### src/rtl/cpu_pkg.sv
// Shared CPU control definitions: sequence-counter geometry and run-state encoding.
package cpu_pkg;

    localparam int SC_W    = 3;
    localparam int SC_LAST = 7;
    localparam int T_N     = 1 << SC_W;
    localparam int ICNT_W  = 16;

    typedef enum logic [1:0] {
        ST_HALTED = 2'd0,
        ST_RUN    = 2'd1,
        ST_STEP   = 2'd2
    } sc_state_t;

endpackage

### src/rtl/seq_counter_sc_decoder.sv
// Combinational one-hot decode of the T-state number.
module sc_decoder
    import cpu_pkg::*;
(
    input  logic [SC_W-1:0] sc,
    output logic [T_N-1:0]  t_onehot
);

    always_comb begin
        t_onehot     = '0;
        t_onehot[sc] = 1'b1;
    end

endmodule

### src/rtl/seq_counter.sv
// T-state sequence counter with run/step/halt control, memory-stall hold,
// retired-instruction count and a sticky wrap-without-clear error flag.
module seq_counter
    import cpu_pkg::*;
(
    input  logic              clk,
    input  logic              rst,
    input  logic              start,
    input  logic              halt_req,
    input  logic              step_req,
    input  logic              sc_clr,
    input  logic              mem_busy,
    input  logic              mem_ready,
    output logic [SC_W-1:0]   sc,
    output logic [T_N-1:0]    t_onehot,
    output logic              fetch,
    output logic              halted,
    output logic [ICNT_W-1:0] instr_count,
    output logic              sc_err
);

    sc_state_t state;
    sc_state_t state_nx;
    logic      halt_pend;
    logic      running;
    logic      stall;
    logic      advance;
    logic      at_last;
    logic      boundary;

    assign running  = (state != ST_HALTED);
    assign stall    = running & mem_busy & ~mem_ready;
    assign advance  = running & ~stall;
    assign at_last  = (sc == SC_W'(SC_LAST));
    assign boundary = advance & (sc_clr | at_last);

    always_comb begin
        state_nx = state;
        case (state)
            ST_HALTED: begin
                // halt_req has priority: neither start nor step may leave HALTED while it is high
                if (!halt_req) begin
                    if (start)         state_nx = ST_RUN;
                    else if (step_req) state_nx = ST_STEP;
                end
            end
            ST_RUN: begin
                if (boundary && (halt_pend || halt_req)) state_nx = ST_HALTED;
            end
            ST_STEP: begin
                if (boundary) state_nx = ST_HALTED;
            end
            default: state_nx = ST_HALTED;
        endcase
    end

    always_ff @(posedge clk) begin
        if (rst) begin
            state       <= ST_HALTED;
            sc          <= '0;
            instr_count <= '0;
            sc_err      <= 1'b0;
            halt_pend   <= 1'b0;
        end else begin
            state <= state_nx;

            if (!running)      sc <= '0;
            else if (boundary) sc <= '0;
            else if (advance)  sc <= sc + SC_W'(1);

            if (boundary) instr_count <= instr_count + ICNT_W'(1);

            if (boundary && at_last && !sc_clr) sc_err <= 1'b1;

            // Pending halt survives stalls and is dropped whenever RUN is left
            if (state == ST_RUN && state_nx == ST_RUN) halt_pend <= halt_pend | halt_req;
            else                                       halt_pend <= 1'b0;
        end
    end

    assign fetch  = running & (sc == '0);
    assign halted = ~running;

    sc_decoder u_sc_decoder (
        .sc       (sc),
        .t_onehot (t_onehot)
    );

endmodule

### config.mk
export PLATFORM = sky130hd
export DESIGN_NAME = seq_counter
export DESIGN_NICKNAME = d
export VERILOG_FILES = /design/src/rtl/cpu_pkg.sv /design/src/rtl/seq_counter_sc_decoder.sv /design/src/rtl/seq_counter.sv
export SDC_FILE = /design/constraint.sdc
export NUM_CORES = 1
export LEC_CHECK = 0
export CORE_UTILIZATION = 50
export CTS_CLUSTER_DIAMETER = 200
export CTS_CLUSTER_SIZE = 40
export DETAILED_ROUTE_END_ITERATION = 8
export DONT_BUFFER_PORTS = 1
export PLACE_DENSITY_LB_ADDON = 0.15
export SYNTH_ARGS = -nofsm -noshare
export SYNTH_HDL_FRONTEND = slang
export SYNTH_SLANG_ARGS = --single-unit
export TNS_END_PERCENT = 5
### constraint.sdc
create_clock -name clk -period 2.5 [get_ports clk]
set_input_delay 0.25 -clock clk [delete_from_list [all_inputs] [get_ports clk]]
set_output_delay 0.25 -clock clk [all_outputs]
set_load 0.03 [all_outputs]
==> results.md <==
- Layout Cells excl Fill: 183
- Slowest stage cell, crit path: or4_4
- Mapped Avg Cell Area: 8.31 µm²
- Status: finished, final reports clean
- Synthesized-area fraction occupied by xor and xnor cells: 0.0371
- Switch share: 0.260
- Total Routing Usage GR: 0.224
- Vias per cell: 6.05
- Seq pwr share: 0.614
- GRT overflow: 0
- Reg2reg end: instr_count[14]
- Syn_nets: 154
- Total internal power: 451 µW
- Pin count of the biggest net entering global routing: 19
- Post-synth EDFFs: 0
- Fillcell total: 228
- Worst path max stage delay: 0.57 ns
- Synth cell types: 30
- Pre-CTS setup slack: 0.403 ns
- Clock power share: 0.286
- Skew-Pair Late Insertion Delay: 0.32 ns
- CTS H-tree lvls: 1
- Synthesis-stage register bit count: 23
- Max transition margin: 0.553
- CP Max Fanout: 14
- Reg2Reg Depth: 6
- Synth top area share: 0.390
- FFs w/ async S/R, synth: 0
- Yosys top cell by area: dfxtp_1
- Final Critical Period: 2.09 ns
- Final HPWL DP: 1890 µm
- Crit. path cell count: 6
- Min Hold Slack: 0.0112 ns
- Placed instance area: 1300 µm²
- Die Y: 50.6 µm
- Sequential element share of the synthesized area: 0.390
- Antenna viol nets, final: 0
- # Post-CTS Setup Buffers: 0
- Commonest non-fill, non-tap cell in the layout: dfxtp_1
- Via count: 1107
- Chip width: 50.6 µm
- Initial antenna violation count: 0
- Die Area: 2560 µm²
- Final slew viol count: 0
- RR Startpoint: sc[0]
- Root Driver: clkbuf_4
- Crit start category: register
- Setup TNS: 0 ns
- Maximum capacitance violations: 0
- Total CTS buffers: 3
- CTS Buffer Depth: 2
- Sw Pwr: 158 µW
- Synth Area in Compound Gates: 0.120
- VDD IR-drop max: 0.262 mV
- Nets: 168
- Leakage: 0.479 nW
- Post-synthesis adder-cell area fraction: 0.0424
- Crit path to: instr_count[14]
- Fmax: 478 MHz
- Core Util, Final: 0.604
- Vias in the first global route: 985
- Hold Vio Cnt, Final: 0
- Most common cell on crit path: ha_1
- Final instance area: 1340 µm²
- Largest cells by area after synthesis: dfxtp_1 (39%), a21oi_1 (4.7%), nor2_1 (4.5%)
- Clock Skew: 0.0103 ns
- First-pass GRT wire length: 4370 µm
- IO Port Bufs: 0
- Drt pass-1 iters: 4
- Post-synthesis mux area share: 0.0361
- Pwr Total: 609 µW
- CTS clk-pin slew, worst paths: 0.13 ns
- Crit. Startpoint: sc[0]
- Site row count: 17
- Initial core utilization: 0.533
- Top Family by Delay on Critical Path: simple AND/OR/NAND/NOR gates
- Routability-driven placement congestion ratio: 0.734
- Number of cells after detailed placement: 178
- Share of layout cells above drive strength 1: 0.148
- Routed WL: 2620 µm
- Required time of the critical path: 2.73 ns
- RSZ-0062 raised after global routing: no
- Commonest non-fill, non-tap cells in the layout: dfxtp_1 (23), buf_4 (15), nor2_1 (14)
- Fin worst setup slack: 0.406 ns
- Synth Warn #: 0
- Mapped Cells: 142
- Critical Path AT: 2.32 ns
- Flop2flop setup slack: 0.41 ns
- Comb pwr share: 0.100
- CTS tree: built
- DRC viols: 0
- Num ports: 38
- Area grow syn2layout: 13.3%
- DR iter-0 viols: 17
- Diode count: 0
- Worst-margin pin slew: 0.668 ns
- Synth Cell Area: 1180 µm²
- Core Region: 2210 µm²
- Clock sinks: 23
- Largest family of logic cells by synthesized area: simple AND/OR/NAND/NOR gates
- WP buf/inv: 0
- WS Path Type: reg2reg
- Setup Viol. Count Final: 0
- Tcrit/Tclk final: 0.838
- Synth Flop Type: dfxtp_1
- Post-synthesis simple-gate area fraction: 0.334
- CP endpoint kind: register
- Pwr per Cell Area: 456 nW/µm²
- Hold WC Path Type: in2reg
- List of cells traversed by the critical path: ha_1, ha_1, nor2_1, or4_4, nor4_1, mux2_2
- Wirelength per Cell: 14.3 µm
==> Yosys cell counts, types with 2 or more instances <==
library cell	instances
nor2b_1	2
o21ai_0	3
nor3_1	8
nand3_1	6
o31ai_1	5
mux2i_1	2
nor2_1	14
buf_2	2
clkbuf_1	4
nand2_1	7
ha_1	4
and3_1	6
mux2_2	2
dfxtp_1	23
nor4_1	7
or3_1	5
a21oi_1	11
or4_1	5
nand4_1	6
inv_1	5
xnor2_1	5
nor4b_1	2
==> layer usage <==
metal	up-vias	GRT usage	part of all wire
met5	-	0	0
met3	4	0.0424	0.050
met4	0	0.102	0.012
li1	554	-	-
met1	520	0.274	0.44
met2	29	0.378	0.50
==> logic make-up after synthesis <==
logic type / Yosys count
flops: 23
mux: 4
simple gates: 71
compound gates: 23
buf+inv: 12
fa+ha+maj: 4
xor+xnor: 5
==> layout make-up <==
cell class,count,area [µm²],share of cell area
clock buffer,3,22.5,0.0169
clock inverter,1,5.00,0.00375
inverter,5,18.8,0.0140
multi-input combinational,107,672,0.503
sequential,23,460,0.345
tap,28,35.0,0.0262
timing repair buffer,16,123,0.0918
==> worst min path at each step <==
stage,cells after the start,endpoint,from
final,1,state[0],rst
after global routing,1,state[0],rst
after CTS,1,state[0],rst
after detailed placement,1,instr_count[11],rst
after global placement,1,instr_count[13],rst
after floorplan,1,state[0],rst
==> flip-flops by register name (all words and copies together) (netlist names) <==
name and flops:
instr_count 16, sc_err 1, halt_pend 1, state 2
sc 3
==> timing repair <==
item | CTS | global route
endpoints found under the hold margin | 18 | 0
setup endpoints to repair | 0 | 0
hold buffers | 1 | 0
gates resized for setup | 0 | 0
==> worst reg2reg max path, cell delays in order, from the launching register on <==
cell,delay [ns]
dfxtp_1,0.35
ha_1,0.15
ha_1,0.16
nor2_1,0.09
or4_4,0.57
nor4_1,0.32
mux2_2,0.36
==> power by group through the flow <==
stage	Sequential [mW]	Combinational [mW]	Clock, mW
finish	0.374	0.0611	0.174
global route	0.375	0.0673	0.194
CTS	0.374	0.0617	0.181
detailed placement	0.382	0.0561	0
global placement	0.382	0.0545	0
floorplan	0.387	0.0404	0
No activity file was read; power rests on OpenSTA's default activity.
